===== config.mk =====
export PLATFORM = sky130hd
export DESIGN_NAME = counter_sched
export DESIGN_NICKNAME = d
export VERILOG_FILES = /design/src/rtl/counter_sched.sv
export SDC_FILE = /design/constraint.sdc
export NUM_CORES = 1
export LEC_CHECK = 0
export ABC_AREA = 1
export BUFFER_PORTS_ARGS = -buffer_cell sky130_fd_sc_hd__buf_2
export CORE_MARGIN = 2
export CORE_UTILIZATION = 35
export DETAILED_ROUTE_END_ITERATION = 7
export SYNTH_ARGS = -nofsm -noshare
export SYNTH_HDL_FRONTEND = slang
export SYNTH_SLANG_ARGS = --single-unit

===== constraint.sdc =====
create_clock -name clk -period 2.35 [get_ports clk]
set_input_delay 0.3525 -clock clk [delete_from_list [all_inputs] [get_ports clk]]
set_output_delay 0.3525 -clock clk [all_outputs]
set_load 0.05 [all_outputs]

===== src/rtl/counter_sched.sv =====
// counter_sched: round-robin scheduler that time-shares one free-running counter among NREQ requesters.
// Optional feature macro COUNTER_SCHED_ABORT_EN: the granted requester may withdraw during CLEAR/RUN.
module counter_sched #(
    parameter int NREQ  = 4,
    parameter int WIDTH = 8
) (
    input  logic                  clk,
    input  logic                  reset,
    input  logic [NREQ-1:0]       req,
    input  logic [NREQ*WIDTH-1:0] len,
    input  logic [WIDTH-1:0]      value,
    output logic                  cnt_rst_n,
    output logic [NREQ-1:0]       gnt,
    output logic [NREQ-1:0]       done,
    output logic                  busy
);
    localparam int PW = (NREQ > 1) ? $clog2(NREQ) : 1;

    typedef enum logic [1:0] {IDLE, CLEAR, RUN, DONE} state_t;

    state_t           state, state_n;
    logic [PW-1:0]    ptr, ptr_n;
    logic [PW-1:0]    gidx, gidx_n;
    logic [WIDTH-1:0] len_q, len_sel;
    logic [NREQ-1:0]  gnt_n, done_n;
    logic             found;
    logic             abort;
    int               idx;

    function automatic logic [PW-1:0] next_ptr(input logic [PW-1:0] i);
        return (int'(i) == NREQ - 1) ? '0 : i + PW'(1);
    endfunction

`ifdef COUNTER_SCHED_ABORT_EN
    assign abort = !req[gidx];
`else
    assign abort = 1'b0;
`endif

    // First requesting index at or above ptr, wrapping around
    always_comb begin
        found   = 1'b0;
        gidx_n  = gidx;
        len_sel = len_q;
        idx     = 0;
        for (int k = 0; k < NREQ; k++) begin
            idx = int'(ptr) + k;
            if (idx >= NREQ) idx = idx - NREQ;
            if (!found && req[idx]) begin
                found   = 1'b1;
                gidx_n  = PW'(idx);
                len_sel = len[idx*WIDTH +: WIDTH];
            end
        end
    end

    always_comb begin
        state_n = state;
        ptr_n   = ptr;
        gnt_n   = gnt;
        done_n  = '0;
        unique case (state)
            IDLE: begin
                if (found) begin
                    state_n = CLEAR;
                    gnt_n   = NREQ'(1) << gidx_n;
                end
            end
            CLEAR: begin
                if (abort) begin
                    state_n = IDLE;
                    gnt_n   = '0;
                    ptr_n   = next_ptr(gidx);
                end else if (len_q == '0) begin
                    state_n = DONE;
                    done_n  = gnt;
                end else begin
                    state_n = RUN;
                end
            end
            RUN: begin
                if (abort) begin
                    state_n = IDLE;
                    gnt_n   = '0;
                    ptr_n   = next_ptr(gidx);
                end else if (value == len_q - WIDTH'(1)) begin
                    state_n = DONE;
                    done_n  = gnt;
                end
            end
            DONE: begin
                state_n = IDLE;
                gnt_n   = '0;
                ptr_n   = next_ptr(gidx);
            end
            default: state_n = IDLE;
        endcase
    end

    // Outputs are registered from the next state so they line up with it
    always_ff @(posedge clk or negedge reset) begin
        if (!reset) begin
            state     <= IDLE;
            ptr       <= '0;
            gidx      <= '0;
            gnt       <= '0;
            done      <= '0;
            busy      <= 1'b0;
            cnt_rst_n <= 1'b0;
        end else begin
            state     <= state_n;
            ptr       <= ptr_n;
            if (state == IDLE && found) gidx <= gidx_n;
            gnt       <= gnt_n;
            done      <= done_n;
            busy      <= (state_n != IDLE);
            cnt_rst_n <= (state_n == RUN);
        end
    end

    always_ff @(posedge clk) begin
        if (state == IDLE && found) len_q <= len_sel;
    end

endmodule


==> results.tsv, run 1 <==
metric	value	unit
die_h	81.43	µm
cpMostUsedCell	nand2_1	
p_leak	0.001514	µW
path_depth	14	
clock_path_buffers	2	
grt_usage	15.34	%
clkLatencyLatePin	270	ps
synth.top_cell.area_share	19.50	%
cts.sinks	24	
ff2ff_path_depth	14	
gp_congestion	0.8134	
hp-class	primary input to flop	
start_kind	flop	
die_area	6630	µm²
fin_crit	2177	ps
final.period_utilization	92.66	%
rows	28	
start_util	35.86	%
finalMaxSlewViolations	0	
hold_viol_final	0	
synth_edf_count	8	
async_reset_ff_share	66.67	%
crit_path_end_kind	flop	
path_cells	inv_6 > buf_4 > nand2_1 > nand3_2 > nand2_4 > o21ai_0 > nand2_2 > nand2_8 > nand2_8 > nand2_1 > nand2_1 > nand2_1 > nand2_1 > nor2_1	
area_delta_synth_final	25.58	%
ys_seq_area_share	30.53	%
synthTopCellsByArea	nand2_1, dfrtp_1, edfxtp_1, inv_1, ha_1	
path_class	flop to flop	
finClkSkew	3.645	ps
ys_top_cells_by_count	nand2_1, inv_1, nor2_1	
dpl_cell_area	2480	µm²
path_delay_family	simple AND/OR/NAND/NOR gates	
utilization	45.04	%
path_max_fanout	16	
grt_pass1_vias	1922	
total_power	4470	µW
whs	481.5	ps
drc	0	
grt_antenna_before_repair	0	
fill_cells	637	
vias	2026	
powerDensity	1696	nW/µm²
cp_data_arrival_time	2290	ps
synth_cells	309	
drv_cap	0	
layout-drive-gt1-share	26.40	%
dp_hpwl	3.832	mm
ys_seq_elements	24	
yosys.cell_types.count	30	
netlist_area	2098	µm²
fmax	459.2	MHz
portBuffers	55	
gr-total-overflow	0	
grt_max_degree	18	
status	finished clean	
cts_tree	yes	
max-slew-margin-rel	76.20	%
fp.coreArea	5851	µm²
irDropWorstVdd	0.5379	mV
cp.required	2460	ps
routed_via_density	4.502	
finalInstanceArea	2635	µm²
wire_per_inst	10.79	µm
die_x	81.43	µm
h-tree-depth	1	
root_buffer	clkbuf_8	
synth_ff_type	dfrtp_1	
yosys_warnings	0	
slowest_stage	dfrtp_1	
numCtsBuffers	3	
first_pass_iters	4	
cts.clk_slew.worst_paths	90	ps
yosys.area.top_type	nand2_1	
drt-initial-drc-count	56	
ios	56	
grt_pass1_wl	8.224	mm
cpPeakStageDelay	430	ps
finalSetupViolCount	0	
crit_buf_inv	2	
nNetsFinal	434	
hold_depth	5	
drt-total-wl	4.855	mm
yosysMostFrequentCell	nand2_1	
worstMarginPinSlew	356.9	ps
avgSynthCellArea	6.790	µm²
n_antenna_cell	0	
final.setup.tns	0	ps
syn-num-nets	367	
postRouteAntennaNets	0	
==> cell type report <==
class                   count  area, µm²  share of cell area (%)
flip-flops and latches     24      640.6                   24.31
inverters                  45      173.9                   6.600
repair buffers             66      360.3                   13.68
clock buffers               4      66.31                   2.517
multi-input cells         236       1300                   49.34
well taps                  75      93.84                   3.561
==> final timing paths <==
path,startpoint,end,slack [ps]
setup / recovery,ptr[0],len_q[0],170
hold / removal,len[18],len_q[2],480
setup reg to reg,ptr[0],len_q[0],170
hold reg to reg,gnt[0],gnt[0],510
max in group asynchronous,reset,cnt_rst_n,1570
min in group asynchronous,reset,ptr[1],510
==> kinds of logic (layout without fill, tap and decap cells) <==
group / Yosys count / count (layout) / synth area share (%)
flip-flops: 24 / 24 / 30.53
adder cells (fa/ha/maj): 12 / 12 / 7.155
AND/OR/NAND/NOR: 197 / 198 / 44.19
buffers and inverters: 50 / 115 / 10.20
AO/OA/AOI/OAI: 19 / 19 / 5.009
XOR/XNOR: 7 / 7 / 2.922
==> layer usage <==
| layer | share of wire, % | global-route usage (%) | up-vias |
|---|---|---|---|
| met4 | 0.74 | 4.068 | 0 |
| li1 | - | - | 1095 |
| met5 | 0 | 0 | - |
| met3 | 5.1 | 0.8791 | 2 |
| met1 | 48 | 21.05 | 873 |
| met2 | 46 | 26.23 | 56 |
==> power breakdown <==
group | leakage [µW] | internal (µW) | switching [µW]
sequential | 0.000280 | 724 | 118
combinational | 0.00120 | 1120 | 2180
clock | 0.0000339 | 185 | 139
total | 0.00151 | 2030 | 2440
==> cell usage in the layout, fill, tap and decap left out, types with 2 or more instances in the layout <==
cell type	n
nor2_1	32
inv_1	42
edfxtp_1	8
a21oi_1	3
ha_1	11
nand3_2	4
nand2_2	7
nand3_1	30
nand2_1	108
inv_2	2
buf_2	55
xnor2_1	2
nand4_1	3
buf_4	10
dfrtp_1	16
nand2_4	6
nand2_8	2
o21ai_0	11
clkbuf_8	3
xor2_1	5
==> registers in the layout, indices dropped and copies added (netlist names) <==
register   flops
state          2
busy           1
gnt            4
gidx           2
cnt_rst_n      1
len_q          8
done           4
ptr            2
==> worst reg2reg max path, cell delays in order (launching register included) <==
cell and delay (ps):
dfrtp_1 430, inv_6 80, buf_4 170, nand2_1 90
nand3_2 100, nand2_4 100, o21ai_0 250, nand2_2 180
nand2_8 150, nand2_8 100, nand2_1 80, nand2_1 50
nand2_1 50, nand2_1 50, nor2_1 150
==> repair_timing <==
action                                 4_1_cts  5_1_grt
setup endpoints to repair                    2        8
gates resized for setup                      2        6
endpoints found under the hold margin       16        0
gates cloned                                 0        1
buffers inserted                             0        3
hold buffers                                 1        0
pin swaps                                    0        1
==> per-stage QoR <==
| step | worst slack (ps) | std cells |
|---|---|---|
| 2_1_floorplan | 31.53 | 309 |
| 6_report | 172.5 | 450 |
| 3_3_place_gp | 59.55 | 441 |
| 4_1_cts | 30.52 | 446 |
| 3_5_place_dp | -10.85 | 441 |
| 5_1_grt | -10.83 | 450 |
(Power assumes the default switching activity.)
==> run 2: changes to the inputs <==
==> constraint.sdc (replaced) <==
create_clock -name clk -period 2.4 [get_ports clk]
set_input_delay 0.36 -clock clk [delete_from_list [all_inputs] [get_ports clk]]
set_output_delay 0.36 -clock clk [all_outputs]
set_load 0.05 [all_outputs]
==> run 2 against run 1 <==
Power down 3.0%. Sequential share of layout area up 0.10 points. Fmax down 2.1%. Critical path type unchanged. Global-route usage down 0.096 points. Critical endpoint is now len_q[5]. Design area down 0.43%.
==> results.tsv, run 2 (synthesis results as in run 1) <==
metric	value	unit
finalSetupViolCount	0	
cts.sinks	24	
cts_tree	yes	
largest_reg_flops	8	
powerDensity	1653	nW/µm²
crit_buf_inv	3	
finClkSkew	4.238	ps
wire_per_inst	10.33	µm
grt_max_degree	18	
cpPeakStageDelay	430	ps
clock_path_buffers	2	
regMostFlops	len_q	
postRouteAntennaNets	0	
finalMaxSlewViolations	0	
gr-total-overflow	0	
die_area	6630	µm²
drv_cap	0	
drc	0	
cts.clk_slew.worst_paths	90	ps
irDropWorstVdd	0.6549	mV
final_common_cell	nand2_1	
whs	487.8	ps
root_buffer	clkbuf_8	
multi_input_comb_area	1300	µm²
fin_crit	2225	ps
slowest_stage	dfrtp_1	
seqCellArea	640.6	µm²
drt-total-wl	4.630	mm
regToRegSetupSlack	180	ps
utilization	44.85	%
ios	56	
rows	28	
grt_antenna_before_repair	0	
grt_pass1_vias	1918	
routed_via_density	4.451	
grt_usage	15.25	%
first_pass_iters	4	
clkLatencyLatePin	270	ps
cp_data_arrival_time	2260	ps
crit_path_end_kind	flop	
die_x	81.43	µm
layout-drive-gt1-share	25.74	%
reg_top3	len_q (8), done (4), gnt (4)	
numCtsBuffers	3	
fill_cells	612	
path_delay_family	simple AND/OR/NAND/NOR gates	
hp-class	primary input to flop	
dpl_cell_area	2465	µm²
die_h	81.43	µm
p_leak	0.001509	µW
mostFrequentLayoutCells	nand2_1, buf_2, inv_1	
nNetsFinal	432	
path_max_fanout	9	
n_antenna_cell	0	
area_delta_synth_final	25.04	%
dp_hpwl	3.721	mm
final.period_utilization	92.69	%
h-tree-depth	1	
start_util	35.86	%
finalInstanceArea	2624	µm²
vias	1994	
path_cells	buf_4 > buf_4 > nand2_1 > nand3_2 > nand2_4 > inv_2 > nor2_8 > nand4_1 > nand2_4 > nand2_1 > nand2_1 > nor2_1	
grt_pass1_wl	8.135	mm
path_class	flop to flop	
cpMostUsedCell	nand2_1	
drt-initial-drc-count	74	
fp.coreArea	5851	µm²
portBuffers	55	
fmax	449.5	MHz
max-slew-margin-rel	75.84	%
gp_congestion	0.8041	
worstMarginPinSlew	362.5	ps
start_kind	flop	
cp.required	2430	ps
hold_viol_final	0	
status	finished clean	
==> run 2: repair_timing <==
item | 4_1_cts | 5_1_grt
setup endpoints to repair | 0 | 8
gates resized for setup | 0 | 10
buffers inserted | 0 | 3
hold buffers | 1 | 0
endpoints found under the hold margin | 14 | 0
==> run 2: through the flow <==
stage	instances	TNS (ps)	total power (µW)	setup WS [ps]
floorplan	309	0	3238	81.53
global placement	439	0	3716	111.6
detailed placement	439	0	3752	66.46
CTS	444	0	4084	46.11
global route	448	-2.879	4903	-2.879
finish	448	0	4336	175.4
==> run 2: worst paths after layout <==
| path | from | endpoint | depth (start not counted) |
|---|---|---|---|
| min in group asynchronous | reset | ptr[1] | 2 |
| worst max register to register | ptr[0] | len_q[5] | 12 |
| worst min-delay path | len[18] | len_q[2] | 5 |
| max in group asynchronous | reset | gnt[3] | 2 |
| worst max-delay path | ptr[0] | len_q[5] | 12 |
| worst min register to register | gnt[0] | gnt[0] | 2 |
==> run 2: tightest hold or removal path: stages <==
cell,delay (ps)
buf_2,80
nand2_1,40
nand2_1,50
nor2_1,30
nor2_1,80
==> run 2: cell type report <==
class	instances	area share, %
Sequential cell	24	24.42
Tap cell	75	3.577
Timing Repair Buffer	64	13.30
Clock buffer	4	2.527
Inverter	45	6.629
Multi-Input combinational cell	236	49.55
==> run 2: layer usage <==
metal  GRT usage (%)  vias to the layer above  wire length, µm
met4           4.576                        0               40
li1                -                     1090                -
met1           21.92                      851             2334
met3           1.209                        2              207
met2           24.34                       51             2047
met5               0                        -                0
==> run 2: report_power, final <==
group	internal [µW]	leakage [µW]	switching [µW]
sequential	709	0.000280	116
clock	181	0.0000339	131
combinational	1100	0.00120	2100
total	1990	0.00151	2350
